==> src/rtl/demux_1to2_buffered.sv <==
// demux_1to2_buffered
//   Splits one valid/ready word stream into two independently drained queues.
//   Each accepted word is steered by in_sel (0 = A, 1 = B) to the tail of its
//   queue; order is preserved within each destination.
//
// Ports
//   Clk                      clock, all state changes on the rising edge
//   Reset                    synchronous active-low reset
//   in_valid/in_data/in_sel  producer word, with its destination select
//   in_ready                 selected queue is not full (the word is taken)
//   outA_valid/data/ready    queue A head and consumer handshake
//   outB_valid/data/ready    queue B head and consumer handshake
//   cntA/cntB                words accepted per destination, wrapping
module demux_1to2_buffered #(
  parameter int WIDTH = 32,
  parameter int DEPTH = 2,
  parameter int CNT_W = 8
) (
  input  logic             Clk,
  input  logic             Reset,
  input  logic             in_valid,
  input  logic [WIDTH-1:0] in_data,
  input  logic             in_sel,
  output logic             in_ready,
  output logic             outA_valid,
  output logic [WIDTH-1:0] outA_data,
  input  logic             outA_ready,
  output logic             outB_valid,
  output logic [WIDTH-1:0] outB_data,
  input  logic             outB_ready,
  output logic [CNT_W-1:0] cntA,
  output logic [CNT_W-1:0] cntB
);

  localparam int PW = $clog2(DEPTH);
  localparam int OW = PW + 1;
  localparam logic [OW-1:0] OCC_FULL = OW'(DEPTH);

  // Index 0 is queue A, index 1 is queue B.
  logic [WIDTH-1:0] mem    [2][DEPTH];
  logic [PW-1:0]    wr_ptr [2];
  logic [PW-1:0]    rd_ptr [2];
  logic [OW-1:0]    occ    [2];
  logic [WIDTH-1:0] head   [2];
  logic [CNT_W-1:0] cnt    [2];

  logic [1:0] full;
  logic [1:0] push;
  logic [1:0] pop;
  logic [1:0] out_ready;

  assign out_ready = {outB_ready, outA_ready};

  // Acceptance depends only on registered occupancy, so a full queue refuses
  // a push even when its consumer pops on the same edge.
  always_comb begin
    full = '0;
    push = '0;
    pop  = '0;
    for (int q = 0; q < 2; q++) begin
      full[q] = (occ[q] == OCC_FULL);
      pop[q]  = (occ[q] != '0) && out_ready[q];
    end
    push[0] = in_valid && !in_sel && !full[0];
    push[1] = in_valid &&  in_sel && !full[1];
  end

  assign in_ready = in_sel ? !full[1] : !full[0];

  // head[] is a registered copy of the queue head so the output data holds
  // its last value once the queue runs empty.
  always_ff @(posedge Clk) begin
    if (!Reset) begin
      for (int q = 0; q < 2; q++) begin
        wr_ptr[q] <= '0;
        rd_ptr[q] <= '0;
        occ[q]    <= '0;
        head[q]   <= '0;
        cnt[q]    <= '0;
      end
    end else begin
      for (int q = 0; q < 2; q++) begin
        if (push[q]) begin
          mem[q][wr_ptr[q]] <= in_data;
          wr_ptr[q]         <= wr_ptr[q] + PW'(1);
          cnt[q]            <= cnt[q] + CNT_W'(1);
        end
        if (pop[q]) begin
          rd_ptr[q] <= rd_ptr[q] + PW'(1);
        end
        case ({push[q], pop[q]})
          2'b10:   occ[q] <= occ[q] + OW'(1);
          2'b01:   occ[q] <= occ[q] - OW'(1);
          default: occ[q] <= occ[q];
        endcase
        if (pop[q]) begin
          // Next head is the second stored entry, or the word arriving now
          // when the queue held only the entry being popped.
          if (occ[q] > OW'(1)) begin
            head[q] <= mem[q][rd_ptr[q] + PW'(1)];
          end else if (push[q]) begin
            head[q] <= in_data;
          end
        end else if (push[q] && (occ[q] == '0)) begin
          head[q] <= in_data;
        end
      end
    end
  end

  assign outA_valid = (occ[0] != '0);
  assign outB_valid = (occ[1] != '0);
  assign outA_data  = head[0];
  assign outB_data  = head[1];
  assign cntA       = cnt[0];
  assign cntB       = cnt[1];

endmodule

==> config.mk <==
export PLATFORM = sky130hd
export DESIGN_NAME = demux_1to2_buffered
export DESIGN_NICKNAME = d
export VERILOG_FILES = /design/src/rtl/demux_1to2_buffered.sv
export SDC_FILE = /design/constraint.sdc
export NUM_CORES = 1
export LEC_CHECK = 0
export CORE_MARGIN = 2
export CORE_UTILIZATION = 55
export CTS_CLUSTER_DIAMETER = 100
export CTS_CLUSTER_SIZE = 12
export DETAILED_ROUTE_END_ITERATION = 8
export GPL_TIMING_DRIVEN = 0
export PLACE_DENSITY = 0.81
export SYNTH_ARGS = -nofsm -noshare
export SYNTH_HDL_FRONTEND = slang
export SYNTH_SLANG_ARGS = --single-unit
==> constraint.sdc <==
create_clock -name Clk -period 4.2 [get_ports Clk]
set_input_delay 1.26 -clock Clk [delete_from_list [all_inputs] [get_ports Clk]]
set_output_delay 1.26 -clock Clk [all_outputs]
set_load 0.02 [all_outputs]
==> out/metrics.csv <==
metric,value,unit
crit_path_end_kind,output pin,
fin_crit,3910,ps
grt.total_usage,22.1,%
drtAntennaViolNets,0,
p_per_area,489,nW/um^2
antenna_found_initial,0,
p_seq_share,49.4,%
crit_type,in2out,
p_int,3960,uW
hold_slack,617,ps
fin_worst_skew,9.53,ps
tightest_slew,882,ps
cts.sinks,216,
p_comb_share,21.3,%
drt_wl_total,19200,um
drc,0,
synth_seq_cells,216,
worstPathMaxFanout,3,
viasPerCell,5.79,
wl_per_cell,21.0,um
cts_resized,0,
finalCritPeriodShare,93.0,%
synth_area,9020,um^2
leakagePower,0.00369,uW
maxSlewHeadroom,41.2,%
status,"finished, final reports clean",
hp-class,reg2reg,
die_h,132,um
postSynthCellCount,554,
cts_setup_buffers,0,
num_antenna_cells,0,
final_util,69.8,%
drv_cap,0,
syn_avg_cell_area,16.3,um^2
grt_max_degree,33,
firstDrtPassIters,4,
synthesis.nets,602,
clk_latency,500,ps
area_growth,23.4,%
grt_pass1_vias,5502,
layout-drive-gt1-share,15.9,%
synth_cell_types,34,
drtIter0Drc,476,
fillCellCount,1049,
drv_slew,0,
rsz0062_at_grt,false,
ctsHoldBuffers,0,
start_util,56.6,%
vias,5300,
switchingPower,1480,uW
nNetsFinal,748,
core-area,15900,um^2
htree_levels,1,
numCtsBuffers,21,
gp_congestion,0.782,
die_x,132,um
clkTransAtPathRegs,60,ps
cts_buffer_depth,3,
p_sw_share,27.1,%
rows,46,
grt_overflow,0,
hold_viol,0,
clkPwrFrac,29.3,%
hpwlAfterDp,12100,um
yosysSeqAreaShare,71.9,%
place_ws,27.6,ps
setup_viol,0,
dieArea,17400,um^2
arrival,2650,ps
io_buffers,120,
top_level_ports,121,
clockRootBuffer,clkbuf_16,
yosysWarnings,0,
worstPathRequired,2940,ps
cts_tree,yes,
setup_ws,294,ps
peakVddDrop,0.275,mV
cp-start-kind,primary input,
max_freq,0.256,GHz
grt_pass1_wl,30100,um
-- cell usage in the layout, fill, tap and decap left out, drive strengths merged, types with 2 or more instances in the layout --
| master | count |
|---|---|
| a21oi | 2 |
| xnor2 | 2 |
| or3 | 2 |
| xor2 | 11 |
| edfxtp | 216 |
| o21ai | 37 |
| clkdlybuf4s50 | 120 |
| nor2b | 2 |
| mux2i | 33 |
| nand3 | 10 |
| nor3 | 32 |
| nand2 | 10 |
| o2bb2ai | 32 |
| buf | 19 |
| clkbuf | 42 |
| nand2b | 5 |
| ha | 10 |
| inv | 11 |
| nor2 | 24 |
| and3 | 7 |
| mux2 | 32 |
| a211oi | 32 |
-- power groups by stage --
stage	Combinational (uW)	Sequential, uW	Clock, uW
floorplan	462	2900	0
global placement	1100	2730	0
detailed placement	1150	2730	0
CTS	1160	2690	1620
global route	1230	2710	1700
finish	1160	2690	1590
-- registers in the layout (all words and copies together), names as in the netlist --
signal / count
head: 64
wr_ptr: 2
rd_ptr: 2
mem: 128
cnt: 16
occ: 4
-- worst paths after layout --
path	slack (ps)	depth (start not counted)	end	startpoint
min reg2reg	620	1	occ[0][0]	occ[0][0]
max	290	3	in_ready	in_sel
max reg2reg	1430	6	head[1][10]	occ[1][0]
min	620	1	occ[0][0]	occ[0][0]
-- stage by stage --
step	setup TNS, ps	area (um^2)	total power [uW]	instances
finish	0	11100	5440	915
global route	0	11100	5630	915
CTS	0	11100	5470	915
detailed placement	0	10600	3880	893
global placement	-115680	10500	3830	890
floorplan	0	9020	3360	554
-- cell families (layout without fill, tap and decap cells) --
| logic type | Yosys count | in the layout | share of synthesized area [%] |
|---|---|---|---|
| DFF | 216 | 216 | 71.9 |
| xor gates and xnor gates | 13 | 13 | 1.26 |
| AOI/OAI and AO/OA | 108 | 108 | 10.1 |
| and+or+nand+nor | 95 | 95 | 5.26 |
| buffers and inverters | 47 | 192 | 2.37 |
| adders and majority gates | 10 | 10 | 1.39 |
| muxes | 65 | 65 | 7.66 |
-- critical path, stage by stage --
cell and delay, ps:
clkdlybuf4s50_1 560, mux2i_1 200, clkdlybuf4s50_1 630
-- area by class of cell --
type	count	area, um^2	area share (%)
plain buffers	37	176	1.59
inverters	10	37.5	0.337
multi-input cells	291	2350	21.2
flip-flops and latches	216	6490	58.3
repair buffers	123	1270	11.4
well taps	216	270	2.43
clock inverters	1	8.76	0.0787
clock buffers	21	526	4.72
-- metal layers --
layer  vias up  track usage, %  part of all wire [%]
li1       2443               -                     -
met1      2619            30.1                    42
met2       206            37.1                    50
met3        32            3.54                   6.5
met4         0            6.28                   1.7
met5         -               0                     0
-- cell usage after synthesis --
cell type | number | area (um^2)
buf_6 | 3 | 33.8
nor3b_4 | 1 | 18.8
and3b_1 | 1 | 8.76
or3_1 | 2 | 12.5
and3_1 | 7 | 43.8
xnor2_1 | 2 | 17.5
nor2_1 | 24 | 90.1
nor2b_1 | 2 | 12.5
nand2_1 | 9 | 33.8
buf_2 | 12 | 60.1
a21oi_1 | 2 | 10.0
o21ai_1 | 1 | 5.00
nand2_2 | 1 | 6.26
buf_1 | 1 | 3.75
o221ai_1 | 1 | 8.76
o2bb2ai_1 | 32 | 280
o21a_1 | 1 | 7.51
mux2_2 | 32 | 360
ha_1 | 10 | 125
o21ai_0 | 36 | 180
o21bai_1 | 1 | 7.51
clkbuf_1 | 21 | 78.8
nand2b_1 | 5 | 31.3
inv_1 | 10 | 37.5
nand3_1 | 10 | 50.1
nor3_1 | 32 | 160
mux2i_1 | 33 | 330
a21boi_0 | 1 | 7.51
a2bb2oi_2 | 1 | 15.0
or2_1 | 1 | 6.26
a211oi_2 | 30 | 375
a211oi_1 | 2 | 15.0
edfxtp_1 | 216 | 6490
xor2_1 | 11 | 96.3
No activity file was read; power rests on OpenSTA's default activity.
